**src/rtl/ieeedrv_sdarb_pkg.sv**
```systemverilog
// ieeedrv_sdarb_pkg
//  Shared types and helpers for the multi-drive SD-block arbiter.
//  Contents:
//   sdarb_state_t     arbiter FSM states
//   SDARB_MAX_SUBDRV  largest supported number of requesting subdrives
//   idx_w()           index width for n requesters (never below 1 bit)
//   wrap_idx()        (base + off) folded back into 0..n-1, for base,off < n
package ieeedrv_sdarb_pkg;

    localparam int SDARB_MAX_SUBDRV = 8;

    typedef enum logic [2:0] {
        IDLE,
        ISSUE,
        XFER,
        DONE,
        ABORT
    } sdarb_state_t;

    function automatic int idx_w(input int n);
        return (n > 1) ? $clog2(n) : 1;
    endfunction

    function automatic int wrap_idx(input int base, input int off, input int n);
        int s;
        s = base + off;
        return (s >= n) ? s - n : s;
    endfunction

endpackage

```
**src/rtl/ieeedrv_sdarb_if.sv**
```systemverilog
// ieeedrv_sdarb_if
//  Host-side virtual-disk channel shared by all subdrives.
//  Signals:
//   host_lba       block address of the granted request
//   host_blk_cnt   block count (blocks-1) of the granted request
//   host_rd        read request toward the host
//   host_wr        write request toward the host
//   host_ack       host acknowledge, high during the buffer transfer
//   host_buff_din  write data of the current owner
//  Modports:
//   master  the arbiter (drives the request side)
//   slave   the host (drives host_ack)
interface ieeedrv_sdarb_if #(
    parameter int LBA_W = 32,
    parameter int BLK_W = 6
) ();
    logic [LBA_W-1:0] host_lba;
    logic [BLK_W-1:0] host_blk_cnt;
    logic             host_rd;
    logic             host_wr;
    logic             host_ack;
    logic [7:0]       host_buff_din;

    modport master (
        output host_lba, host_blk_cnt, host_rd, host_wr, host_buff_din,
        input  host_ack
    );

    modport slave (
        input  host_lba, host_blk_cnt, host_rd, host_wr, host_buff_din,
        output host_ack
    );
endinterface

```
**src/rtl/ieeedrv_sdarb_rr_pick.sv**
```systemverilog
// ieeedrv_sdarb_rr_pick
//  Combinational round-robin picker: first set bit of 'pending' found by
//  scanning upward from 'ptr' and wrapping past N-1 to 0.
//  Ports:
//   pending  in   N      per-requester pending flags
//   ptr      in   IDX_W  highest-priority requester this round
//   idx      out  IDX_W  chosen requester (0 when none)
//   valid    out  1      some requester is pending
module ieeedrv_sdarb_rr_pick
    import ieeedrv_sdarb_pkg::*;
#(
    parameter int N     = 4,
    parameter int IDX_W = 2
) (
    input  logic [N-1:0]     pending,
    input  logic [IDX_W-1:0] ptr,
    output logic [IDX_W-1:0] idx,
    output logic             valid
);

    logic [IDX_W-1:0] cand;

    // Scan from the farthest offset down to ptr itself so the closest
    // pending requester is the last one written and therefore wins.
    always_comb begin
        idx   = '0;
        valid = 1'b0;
        cand  = '0;
        for (int k = N - 1; k >= 0; k--) begin
            cand = IDX_W'(wrap_idx(int'(ptr), k, N));
            if (pending[cand]) begin
                idx   = cand;
                valid = 1'b1;
            end
        end
    end

endmodule

```
**src/rtl/ieeedrv_sdarb.sv**
```systemverilog
// ieeedrv_sdarb
//  Multi-drive SD-block arbiter: serialises block read/write requests from
//  SUBDRV track engines onto one host virtual-disk channel and routes the
//  host acknowledge and buffer data to whichever drive owns the transfer.
//  Ports:
//   clk_sys      in   system clock
//   reset        in   synchronous active-high reset
//   req_rd       in   per-drive read request (level, held until own ack_o)
//   req_wr       in   per-drive write request (level, held until own ack_o)
//   req_lba      in   per-drive block address
//   req_blk_cnt  in   per-drive block count (blocks-1)
//   buff_din     in   per-drive write data
//   ack_o        out  host_ack routed to the owner only
//   busy         out  owner of the in-flight transfer
//   done         out  1-cycle pulse, transfer completed
//   err          out  1-cycle pulse, transfer aborted on ack timeout
//   host         ieeedrv_sdarb_if.master, host-side channel
//  Configuration:
//   IEEEDRV_SDARB_WRPRIO_EN  any pending write beats all reads (round-robin
//                            among writers); undefined: plain round-robin.
module ieeedrv_sdarb
    import ieeedrv_sdarb_pkg::*;
#(
    parameter int SUBDRV = 4,
    parameter int LBA_W  = 32,
    parameter int BLK_W  = 6,
    parameter int TMO_W  = 24
) (
    input  logic                          clk_sys,
    input  logic                          reset,
    input  logic [SUBDRV-1:0]             req_rd,
    input  logic [SUBDRV-1:0]             req_wr,
    input  logic [SUBDRV-1:0][LBA_W-1:0]  req_lba,
    input  logic [SUBDRV-1:0][BLK_W-1:0]  req_blk_cnt,
    input  logic [SUBDRV-1:0][7:0]        buff_din,
    output logic [SUBDRV-1:0]             ack_o,
    output logic [SUBDRV-1:0]             busy,
    output logic [SUBDRV-1:0]             done,
    output logic [SUBDRV-1:0]             err,
    ieeedrv_sdarb_if.master               host
);

    localparam int IDX_W = idx_w(SUBDRV);

    sdarb_state_t     state;
    logic [IDX_W-1:0] owner;
    logic [IDX_W-1:0] ptr;
    logic [IDX_W-1:0] nxt_ptr;
    logic [IDX_W-1:0] pick_idx;
    logic             pick_vld;
    logic [TMO_W-1:0] tmo;
    logic [TMO_W-1:0] tmo_nxt;
    logic             ack_q;
    logic             ack_rise;
    logic [SUBDRV-1:0] pending;

    logic [LBA_W-1:0] lba_q;
    logic [BLK_W-1:0] blk_q;
    logic             rd_q;
    logic             wr_q;

`ifdef IEEEDRV_SDARB_WRPRIO_EN
    // Dirty tracks flush before any reload: reads only compete when no
    // drive has a write waiting.
    assign pending = (|req_wr) ? req_wr : req_rd;
`else
    assign pending = req_rd | req_wr;
`endif

    ieeedrv_sdarb_rr_pick #(
        .N     (SUBDRV),
        .IDX_W (IDX_W)
    ) u_pick (
        .pending (pending),
        .ptr     (ptr),
        .idx     (pick_idx),
        .valid   (pick_vld)
    );

    // Only a fresh ack edge starts a transfer; a level left high from an
    // earlier transfer must not complete a new one.
    assign ack_rise = host.host_ack & ~ack_q;
    assign tmo_nxt  = tmo + 1'b1;
    assign nxt_ptr  = (owner == IDX_W'(SUBDRV - 1)) ? '0 : owner + 1'b1;

    always_ff @(posedge clk_sys) begin
        if (reset) begin
            state <= IDLE;
            owner <= '0;
            ptr   <= '0;
            tmo   <= '0;
            ack_q <= 1'b0;
            busy  <= '0;
            done  <= '0;
            err   <= '0;
            lba_q <= '0;
            blk_q <= '0;
            rd_q  <= 1'b0;
            wr_q  <= 1'b0;
        end else begin
            ack_q <= host.host_ack;
            done  <= '0;
            err   <= '0;
            case (state)
                IDLE: begin
                    if (pick_vld) begin
                        owner <= pick_idx;
                        lba_q <= req_lba[pick_idx];
                        blk_q <= req_blk_cnt[pick_idx];
                        // A drive asking for both gets its write first;
                        // its read stays pending for a later round.
                        wr_q  <= req_wr[pick_idx];
                        rd_q  <= ~req_wr[pick_idx];
                        busy  <= SUBDRV'(1) << pick_idx;
                        tmo   <= '0;
                        state <= ISSUE;
                    end
                end
                ISSUE: begin
                    if (ack_rise) begin
                        rd_q  <= 1'b0;
                        wr_q  <= 1'b0;
                        state <= XFER;
                    end else begin
                        tmo <= tmo_nxt;
                        if (&tmo_nxt) begin
                            rd_q  <= 1'b0;
                            wr_q  <= 1'b0;
                            busy  <= '0;
                            err   <= SUBDRV'(1) << owner;
                            ptr   <= nxt_ptr;
                            state <= ABORT;
                        end
                    end
                end
                XFER: begin
                    if (!host.host_ack) begin
                        busy  <= '0;
                        done  <= SUBDRV'(1) << owner;
                        ptr   <= nxt_ptr;
                        state <= DONE;
                    end
                end
                DONE:    state <= IDLE;
                ABORT:   state <= IDLE;
                default: state <= IDLE;
            endcase
        end
    end

    // The owner sees the ack from the very cycle it rises so it can drop
    // its request and catch the first buffer byte.
    always_comb begin
        ack_o = '0;
        if ((state == XFER) || ((state == ISSUE) && ack_rise))
            ack_o[owner] = host.host_ack;
    end

    assign host.host_lba      = lba_q;
    assign host.host_blk_cnt  = blk_q;
    assign host.host_rd       = rd_q;
    assign host.host_wr       = wr_q;
    assign host.host_buff_din = buff_din[owner];

endmodule
```
**src/flat_wrapper.sv**
```systemverilog
// flat-port wrapper written by rule: the top's interface ports become plain ports
module ieeedrv_sdarb_flat import ieeedrv_sdarb_pkg::*;
#(
    parameter int SUBDRV = 4,
    parameter int LBA_W  = 32,
    parameter int BLK_W  = 6,
    parameter int TMO_W  = 24
)
  (clk_sys, reset, req_rd, req_wr, req_lba, req_blk_cnt, buff_din, ack_o, busy, done, err, host_host_lba, host_host_blk_cnt, host_host_rd, host_host_wr, host_host_buff_din, host_host_ack);
  ieeedrv_sdarb_if #(.LBA_W(LBA_W), .BLK_W(BLK_W)) host_i ();
  input  logic clk_sys;
  input  logic reset;
  input  logic [SUBDRV-1:0] req_rd;
  input  logic [SUBDRV-1:0] req_wr;
  input  logic [SUBDRV-1:0][LBA_W-1:0] req_lba;
  input  logic [SUBDRV-1:0][BLK_W-1:0] req_blk_cnt;
  input  logic [SUBDRV-1:0][7:0] buff_din;
  output logic [SUBDRV-1:0] ack_o;
  output logic [SUBDRV-1:0] busy;
  output logic [SUBDRV-1:0] done;
  output logic [SUBDRV-1:0] err;
  output wire logic [$bits(host_i.host_lba)-1:0] host_host_lba;
  output wire logic [$bits(host_i.host_blk_cnt)-1:0] host_host_blk_cnt;
  output wire logic [$bits(host_i.host_rd)-1:0] host_host_rd;
  output wire logic [$bits(host_i.host_wr)-1:0] host_host_wr;
  output wire logic [$bits(host_i.host_buff_din)-1:0] host_host_buff_din;
  input wire logic [$bits(host_i.host_ack)-1:0] host_host_ack;
  assign host_host_lba = host_i.host_lba;
  assign host_host_blk_cnt = host_i.host_blk_cnt;
  assign host_host_rd = host_i.host_rd;
  assign host_host_wr = host_i.host_wr;
  assign host_host_buff_din = host_i.host_buff_din;
  assign host_i.host_ack = host_host_ack;
  ieeedrv_sdarb #(.SUBDRV(SUBDRV), .LBA_W(LBA_W), .BLK_W(BLK_W), .TMO_W(TMO_W)) u_core (.clk_sys(clk_sys), .reset(reset), .req_rd(req_rd), .req_wr(req_wr), .req_lba(req_lba), .req_blk_cnt(req_blk_cnt), .buff_din(buff_din), .ack_o(ack_o), .busy(busy), .done(done), .err(err), .host(host_i));
endmodule
```
**config.mk**
```make
export PLATFORM = sky130hd
export DESIGN_NAME = ieeedrv_sdarb_flat
export DESIGN_NICKNAME = d
export VERILOG_FILES = /design/src/rtl/ieeedrv_sdarb_pkg.sv /design/src/rtl/ieeedrv_sdarb_if.sv /design/src/rtl/ieeedrv_sdarb_rr_pick.sv /design/src/rtl/ieeedrv_sdarb.sv /design/src/flat_wrapper.sv
export SDC_FILE = /design/constraint.sdc
export NUM_CORES = 1
export LEC_CHECK = 0
export ABC_AREA = 1
export CAP_MARGIN = 20
export CORE_UTILIZATION = 30
export DETAILED_ROUTE_END_ITERATION = 10
export GPL_TIMING_DRIVEN = 0
export HOLD_SLACK_MARGIN = 0.06
export RECOVER_POWER = 25
export SLEW_MARGIN = 10
export SYNTH_ARGS = -nofsm -noshare
export SYNTH_HDL_FRONTEND = slang
export SYNTH_SLANG_ARGS = --single-unit
```
**constraint.sdc**
```tcl
create_clock -name clk_sys -period 4.8 [get_ports clk_sys]
set_clock_uncertainty 0.05 [all_clocks]
set_input_delay 0.72 -clock clk_sys [delete_from_list [all_inputs] [get_ports clk_sys]]
set_output_delay 0.72 -clock clk_sys [all_outputs]
set_load 0.02 [all_outputs]
```
==> results.py, run 1 <==
metrics = {
    "outcome": {
        "status": "finished clean",
    },
    "setup_path": {
        "setup.worst_path.class": "register to primary output",
        "end_kind": "primary output",
        "worstPathArrival_ns": 2.70,
        "crit_path_start_kind": "register",
        "crit_required_ns": 4.03,
        "crit_fanout": 10,
    },
    "clocking": {
        "postCtsHoldBufs": 0,
        "cts-root-buf": "clkbuf_16",
        "cts_buffer_depth": 2,
        "numCtsBuffers": 9,
        "htreeDepth": 3,
        "postCtsSetupBuffers": 0,
        "cts.repair.resized": 0,
        "clock_latency_ns": 0.35,
        "clkTransAtPathRegs_ns": 0.06,
        "cts_tree": "built",
        "clock_sinks": 84,
    },
    "synth": {
        "syn_inst": 943,
        "yosys.area.top_type": "dfxtp_1",
        "yosysWarnings": 0,
        "ys_top_cells_by_count": "nand2_1, nor2_1, dfxtp_1, nand3_1, o21ai_0",
        "synth_nets": 1144,
        "synth_top_cells_by_area": "dfxtp_1, nand2_1, nor2_1, nand3_1, o21ai_0",
        "yosysMostFrequentCell": "nand2_1",
        "ys_async_sr_fraction_pct": 0,
        "ys_seq_area_share_pct": 30.43,
        "synth_top_area_share_pct": 30.43,
        "synth_edf_count": 0,
        "synth-main-ff-cell": "dfxtp_1",
        "synth_cell_types": 35,
        "syn_area_um2": 5525,
        "synth_seq_cells": 84,
        "syn_area_per_cell_um2": 5.859,
    },
    "detailed_routing": {
        "via_per_inst": 4.733,
        "drc": 0,
        "vias": 6839,
        "ant_nets": 0,
        "drtIter0Drc": 268,
        "wl_mm": 22.51,
        "first_pass_iters": 7,
        "wire_per_inst_um": 15.58,
    },
    "global_routing": {
        "grt_max_degree": 14,
        "track_usage_pct": 24.24,
        "grt_pass1_wl_mm": 34.49,
        "grt_antenna_before_repair": 1,
        "first_global_vias": 6606,
        "overflow": 0,
    },
    "layout": {
        "drive_above_1_share_pct": 5.921,
        "fillers": 1970,
        "area_growth_syn_to_layout_pct": 57.07,
        "diodes": 0,
        "fin_nets": 1413,
    },
    "floorplan": {
        "io_pins": 259,
        "core-area_um2": 18020,
        "rows": 49,
        "start_util_pct": 30.65,
        "die_h_um": 137.7,
        "die_w_um": 137.7,
        "dieArea_um2": 18960,
    },
    "power_and_ir_drop": {
        "total_power_mw": 3.391,
        "p_per_area_nw_per_um2": 390.8,
        "ir_drop_mv": 0.2219,
        "leakagePower_nw": 3.681,
    },
    "sta": {
        "fin_crit_sh_pct": 72.37,
        "hold_viol_final": 0,
        "setup_viol": 0,
        "tightest_slew_ns": 0.5800,
        "tns_ns": 0,
        "min_period_ns": 3.474,
        "relSlewSlack_pct": 60.93,
        "rsz0062_at_grt": "false",
        "fmax_mhz": 287.9,
        "drv_slew": 0,
    },
    "placement": {
        "dp_hpwl_mm": 18.08,
        "portBuffers": 258,
        "gp_congestion": 0.9377,
    },
    "min_path": {
        "hold_class": "register to register",
    },
    "run": {
        "maxCapViolations": 0,
    },
}
[kinds of logic after synthesis]
kind of cell / Yosys count / share of synthesized area (%)
flip-flops: 84 / 30.43
AO/OA/AOI/OAI: 130 / 12.84
buffers and inverters: 108 / 9.194
XOR/XNOR: 3 / 0.4756
AND/OR/NAND/NOR: 612 / 45.70
adder cells (fa/ha/maj): 6 / 1.359
[final timing paths]
kind	slack (ns)	startpoint	endpoint	cells after the start
min reg2reg	0.41	u_core.busy[2]	u_core.busy[2]	2
max	1.33	u_core.state[1]	ack_o[2]	7
min	0.41	u_core.busy[2]	u_core.busy[2]	2
max reg2reg	1.86	u_core.tmo[0]	u_core.busy[1]	14
[where the power goes]
part	internal, mW	total, mW	switching [mW]
Sequential	0.835	0.921	0.0868
Clock	0.401	0.700	0.299
Combinational	0.710	1.77	1.06
[placed cells by master, fill, tap and decap left out, types with 2 or more instances in the layout]
| cell | instances |
|---|---|
| ha_1 | 6 |
| dfxtp_1 | 84 |
| buf_6 | 9 |
| nor2_2 | 5 |
| clkbuf_1 | 21 |
| o21bai_1 | 2 |
| o21ai_0 | 70 |
| a21oi_1 | 32 |
| o21ai_2 | 2 |
| buf_4 | 4 |
| clkdlybuf4s50_1 | 221 |
| a211oi_1 | 10 |
| nand4_1 | 15 |
| dlygate4sd3_1 | 37 |
| nor2_1 | 175 |
| buf_1 | 2 |
| inv_2 | 8 |
| o22ai_1 | 8 |
| buf_2 | 7 |
| clkbuf_16 | 9 |
| nand2_1 | 318 |
| nand2_4 | 2 |
| nand2_2 | 16 |
| inv_1 | 58 |
| o21ai_1 | 3 |
| xor2_1 | 2 |
| nand3_1 | 70 |
| nor3_1 | 6 |
[stage by stage]
step                util (%)  instance area, µm²  setup slack, ns  cells  hold WS [ns]
floorplan                  -                5525            2.503    943        0.4147
global placement       46.57                8394            1.452   1430        0.4030
detailed placement     46.57                8394            1.445   1430        0.4102
CTS                    48.15                8678            1.294   1445        0.4215
global route           48.15                8678            1.110   1445        0.4358
finish                 48.15                8678            1.326   1445        0.4143
[registers in the layout (all words and copies together), names as in the netlist]
name	flops
u_core.ack_q	1
u_core.host.host_lba	32
u_core.state	3
u_core.ptr	2
u_core.err	4
u_core.tmo	24
u_core.done	4
u_core.owner	2
u_core.busy	4
u_core.host.host_wr	1
u_core.host.host_blk_cnt	6
u_core.host.host_rd	1
[final cells by class]
cell class	count	area [µm²]	share of cell area, %
Sequential cell	84	1682	19.38
Timing Repair Buffer	258	2582	29.76
Inverter	66	247.7	2.855
Clock inverter	4	51.30	0.5911
Buffer	42	260.3	2.999
Tap cell	229	286.5	3.302
Multi-Input combinational cell	751	3336	38.44
Clock buffer	11	232.7	2.682
[critical path, stage by stage, from the launching register on]
cell,delay [ns]
dfxtp_1,0.35
nor3_2,0.47
inv_1,0.14
clkbuf_1,0.29
nor2_1,0.20
a21oi_1,0.14
nor2_1,0.13
clkdlybuf4s50_1,0.63
[routing by layer]
metal  global-route usage (%)  up-vias  wire length, µm
li1                         -     3539                -
met1                    27.62     3044             9081
met2                    42.52      226            11330
met3                    8.536       28             1721
met4                    6.643        2              368
met5                        0        -               13
(Power assumes the default switching activity.)
==> inputs of run 2 (changes only) <==
- clock period: 4.8 -> 3.5 ns (I/O delays scaled with it)
==> run 2 against run 1 <==
Effect of this change: highest routed layer unchanged; count of clock-buffer cells in the layout did not move; die area is the same; core utilization unchanged; routed wire length about the same; critical endpoint unchanged; critical path depth unchanged; global-route usage is the same; worst hold slack is the same; final cell count unchanged.
==> results.py, run 2 (same netlist as run 1, synthesis figures left out) <==
metrics = {
    "clocking": {
        "cts_buffer_depth": 2,
        "clock_latency_ns": 0.35,
        "cts_tree": "built",
        "cts-root-buf": "clkbuf_16",
        "clock_sinks": 84,
        "clkTransAtPathRegs_ns": 0.06,
        "postCtsHoldBufs": 0,
        "htreeDepth": 3,
        "cts.repair.resized": 0,
        "postCtsSetupBuffers": 0,
        "numCtsBuffers": 9,
    },
    "floorplan": {
        "rows": 49,
        "die_w_um": 137.7,
        "dieArea_um2": 18960,
        "start_util_pct": 30.65,
        "core-area_um2": 18020,
        "io_pins": 259,
        "die_h_um": 137.7,
    },
    "layout": {
        "fillers": 1970,
        "largest_reg_flops": 32,
        "final_common_cell": "nand2_1",
        "fin_nets": 1413,
        "diodes": 0,
        "final_cell_mix": "nand2_1, clkdlybuf4s50_1, nor2_1",
        "drive_above_1_share_pct": 5.921,
        "utilization_pct": 48.15,
        "ff_latch_area_um2": 1682,
        "multiInputGateArea_um2": 3336,
        "area_growth_syn_to_layout_pct": 57.07,
    },
    "detailed_routing": {
        "via_per_inst": 4.734,
        "drc": 0,
        "wire_per_inst_um": 15.58,
        "ant_nets": 0,
        "vias": 6840,
        "wl_mm": 22.52,
        "drtIter0Drc": 268,
        "first_pass_iters": 7,
    },
    "setup_path": {
        "end_kind": "primary output",
        "cp_slowest_cell": "clkdlybuf4s50_1",
        "crit_chain": "nor3_2, inv_1, clkbuf_1, nor2_1, a21oi_1, nor2_1, clkdlybuf4s50_1",
        "critPathTopFamily": "buffers and inverters",
        "crit_path_start_kind": "register",
        "setup.worst_path.class": "register to primary output",
        "critPathMaxStageDelay_ns": 0.63,
        "crit_fanout": 10,
        "crit_required_ns": 2.92,
        "worstPathArrival_ns": 2.71,
        "path_common_cell": "nor2_1",
        "critical_path_buf_inv_count": 3,
    },
    "power_and_ir_drop": {
        "p_per_area_nw_per_um2": 536.3,
        "ir_drop_mv": 0.3043,
        "leakagePower_nw": 3.679,
        "internal_power_mw": 2.670,
        "pwr-share-comb_pct": 52.2,
        "seqPwrFrac_pct": 27.2,
        "clockPowerShare_pct": 20.7,
        "swShare_pct": 42.63,
        "switchingPower_mw": 1.984,
    },
    "outcome": {
        "status": "finished clean",
    },
    "run": {
        "maxCapViolations": 0,
    },
    "sta": {
        "hold_viol_final": 0,
        "tns_ns": 0,
        "setup_viol": 0,
        "tightest_slew_ns": 0.5800,
        "relSlewSlack_pct": 60.93,
        "fin_crit_sh_pct": 93.81,
        "fmax_mhz": 304.6,
        "min_period_ns": 3.283,
        "rsz0062_at_grt": "false",
        "drv_slew": 0,
    },
    "placement": {
        "dp_hpwl_mm": 18.08,
        "portBuffers": 258,
        "gp_congestion": 0.9377,
    },
    "min_path": {
        "hold_class": "register to register",
    },
    "global_routing": {
        "grt_max_degree": 14,
        "track_usage_pct": 24.24,
        "grt_antenna_before_repair": 1,
        "overflow": 0,
        "grt_pass1_wl_mm": 34.49,
        "first_global_vias": 6606,
    },
}
[run 2: cell count changes in the layout (fill, tap and decap cells not counted)]
cell / change
clkdlybuf4s50_1: +1
dlygate4sd3_1: -1
[run 2: metal layers]
metal	track usage [%]	up-vias	share of wire, %
met3	8.536	28	7.6
met4	6.643	2	1.6
met1	27.62	3045	40
met2	42.52	226	50
met5	0	-	0.058
li1	-	3539	-
[run 2: metrics by stage]
| step | setup slack [ns] | power (mW) | instance area, µm² | hold slack (ns) | instances |
|---|---|---|---|---|---|
| final | 0.2167 | 4.654 | 8678 | 0.4143 | 1445 |
| after global routing | 0.004663 | 4.981 | 8678 | 0.4358 | 1445 |
| after CTS | 0.1888 | 4.722 | 8678 | 0.4215 | 1445 |
| after detailed placement | 0.3854 | 3.748 | 8394 | 0.4102 | 1430 |
| after global placement | 0.4301 | 3.743 | 8394 | 0.4030 | 1430 |
| after floorplan | 1.300 | 2.705 | 5525 | 0.4147 | 943 |
[run 2: worst reg2reg max path, delay by kind of cell (launching register included)]
family,cells,cell delay [ns]
and+or+nand+nor,12,1.80
DFF,1,0.49
adders and majority gates,1,0.41
AOI/OAI and AO/OA,1,0.06
[run 2: cell type report]
cell class                 instances  share of cell area (%)
buffer                            42                   2.999
sequential                        84                   19.38
tap                              229                   3.302
clock buffer                      11                   2.682
inverter                          66                   2.855
multi-input combinational        751                   38.44
clock inverter                     4                  0.5911
timing repair buffer             258                   29.76
[run 2: path summary, 6_finish.rpt]
kind	from	endpoint	slack [ns]	cells past startpoint
worst max-delay path	u_core.state[1]	ack_o[2]	0.22	7
worst min-delay path	u_core.busy[2]	u_core.busy[2]	0.41	2
worst max register to register	u_core.tmo[0]	u_core.busy[1]	0.56	14
worst min register to register	u_core.busy[2]	u_core.busy[2]	0.41	2
[run 2: power groups by stage]
stage                     clock (mW)  combinational (mW)  sequential [mW]
after floorplan                    0                1.28             1.43
after detailed placement           0                2.47             1.28
after global routing            1.02                2.68             1.29
after global placement             0                2.47             1.28
after CTS                      0.981                2.48             1.27
final                          0.962                2.43             1.26
==> inputs of run 3 (changes only) <==
- ABC_CLOCK_PERIOD_IN_PS: default -> 3500
- CORE_MARGIN: default -> 3
==> run 3 against run 2 <==
Effect of this change: critical path depth is the same; worst hold slack gained 0.0018 ns; final area grew 0.13%; global-route usage shrank 1.3 points; combinational power is essentially flat; core utilization grew 1.1 points; clock power grew 1%; non-clock buffer count is the same; via count grew 0.50%; sequential power is essentially flat; first-iteration DRC count grew 28%; count of clock-buffer cells in the layout shrank 2; largest power group unchanged; highest routed layer unchanged.
==> results.py, run 3 (same netlist as run 1, synthesis figures left out) <==
metrics = {
    "outcome": {
        "status": "finished clean",
    },
    "layout": {
        "utilization_pct": 49.21,
        "ff_latch_area_um2": 1682,
        "final_cell_mix": "nand2_1, clkdlybuf4s50_1, nor2_1",
        "final_common_cell": "nand2_1",
        "fillers": 1881,
        "drive_above_1_share_pct": 6.163,
        "area_growth_syn_to_layout_pct": 57.27,
        "multiInputGateArea_um2": 3336,
        "fin_nets": 1413,
        "largest_reg_flops": 32,
    },
    "setup_path": {
        "reg2reg_depth": 16,
        "end_kind": "primary output",
        "rr_startpoint": "u_core.tmo[0]",
        "crit_required_ns": 2.92,
        "reg2reg_to": "u_core.busy[1]",
        "crit_fanout": 10,
        "setup.worst_path.class": "register to primary output",
        "r2r_setup_slack_ns": 0.65,
        "worstPathArrival_ns": 2.76,
        "crit_path_start_kind": "register",
    },
    "power_and_ir_drop": {
        "switchingPower_mw": 1.999,
        "pwr-share-comb_pct": 52.0,
        "leakagePower_nw": 3.686,
        "clockPowerShare_pct": 20.8,
        "internal_power_mw": 2.671,
        "seqPwrFrac_pct": 27.2,
        "ir_drop_mv": 0.3283,
        "p_per_area_nw_per_um2": 537.3,
        "swShare_pct": 42.81,
    },
    "floorplan": {
        "io_pins": 259,
        "rows": 48,
        "start_util_pct": 31.29,
        "dieArea_um2": 20080,
        "die_h_um": 141.7,
        "die_w_um": 141.7,
        "core-area_um2": 17660,
    },
    "clocking": {
        "numCtsBuffers": 9,
        "clock_sinks": 84,
        "clkTransAtPathRegs_ns": 0.06,
        "cts-root-buf": "clkbuf_16",
        "postCtsSetupBuffers": 0,
        "postCtsHoldBufs": 0,
        "htreeDepth": 3,
        "cts_buffer_depth": 2,
        "clock_latency_ns": 0.35,
        "cts_tree": "built",
        "cts.repair.resized": 0,
    },
    "detailed_routing": {
        "ant_nets": 0,
        "vias": 6874,
        "first_pass_iters": 4,
        "via_per_inst": 4.757,
        "drc": 0,
        "drtIter0Drc": 343,
        "wl_mm": 23.47,
        "wire_per_inst_um": 16.24,
    },
    "sta": {
        "hold_viol_final": 0,
        "setup_viol": 0,
        "tns_ns": 0,
        "relSlewSlack_pct": 59.04,
        "tightest_slew_ns": 0.6110,
        "min_period_ns": 3.340,
        "fin_crit_sh_pct": 95.42,
        "rsz0062_at_grt": "false",
        "drv_slew": 0,
        "fmax_mhz": 299.4,
    },
    "min_path": {
        "min-delay-start": "u_core.host.host_rd",
        "min_delay_path_depth": 2,
        "whs_endpoint": "u_core.host.host_rd",
        "hold_class": "register to register",
    },
    "global_routing": {
        "first_global_vias": 6526,
        "track_usage_pct": 22.91,
        "grt_pass1_wl_mm": 35.78,
        "grt_max_degree": 15,
        "overflow": 0,
        "grt_antenna_before_repair": 5,
    },
    "run": {
        "maxCapViolations": 0,
    },
    "placement": {
        "portBuffers": 258,
        "gp_congestion": 0.9058,
        "dp_hpwl_mm": 18.69,
    },
}
## run 3: worst max path at each step
stage                                from                        to  slack (ns)  cells after the start
final                     u_core.state[1]                  ack_o[1]        0.16                      7
after global routing      u_core.state[1]                  ack_o[1]      0.0007                      7
after CTS                 u_core.state[1]                  ack_o[1]        0.16                      7
after detailed placement        req_wr[3]  u_core.host.host_lba[19]        0.37                     13
after global placement          req_wr[2]  u_core.host.host_lba[19]        0.38                     11
after floorplan             u_core.tmo[0]             u_core.ptr[0]        1.30                     16
## run 3: routing by layer
metal  global-route usage (%)  vias to the layer above  wire, µm
met5                        0                        -        32
met4                    7.828                        4       539
met3                    7.853                       40      1974
met2                    38.39                      230     11400
met1                    27.38                     3041      9525
li1                         -                     3559         -
## run 3: cell type report
cell class / instances / area share, %
multi-input combinational: 751 / 38.39
clock inverter: 7 / 0.7775
buffer: 42 / 2.995
inverter: 66 / 2.851
sequential: 84 / 19.35
antenna: 3 / 0.08639
tap: 225 / 3.240
timing repair buffer: 258 / 29.72
clock buffer: 9 / 2.592
## run 3: power groups by stage
stage          clock network (mW)  logic [mW]  registers (mW)
6_report                    0.973        2.43            1.27
5_1_grt                      1.03        2.69            1.29
4_1_cts                     0.993        2.48            1.27
3_5_place_dp                    0        2.47            1.28
3_3_place_gp                    0        2.47            1.28
2_1_floorplan                   0        1.28            1.43
## run 3: worst max-delay path: stages, from the launching register on
cell and delay (ns):
dfxtp_1 0.33, nor3_2 0.52, inv_1 0.14, clkbuf_1 0.30, nor2_1 0.20, a21oi_1 0.15, nor2_1 0.14, clkdlybuf4s50_1 0.63
## run 3: per-stage QoR
stage	cells	hold WS, ns	cell area (µm²)	total power, mW	setup slack (ns)
global placement	1426	0.4030	8389	3.750	0.3835
floorplan	943	0.4147	5525	2.705	1.300
CTS	1442	0.4191	8682	4.740	0.1570
global route	1445	0.4381	8690	5.007	0.0006501
finish	1445	0.4161	8690	4.669	0.1604
detailed placement	1426	0.4102	8389	3.752	0.3735
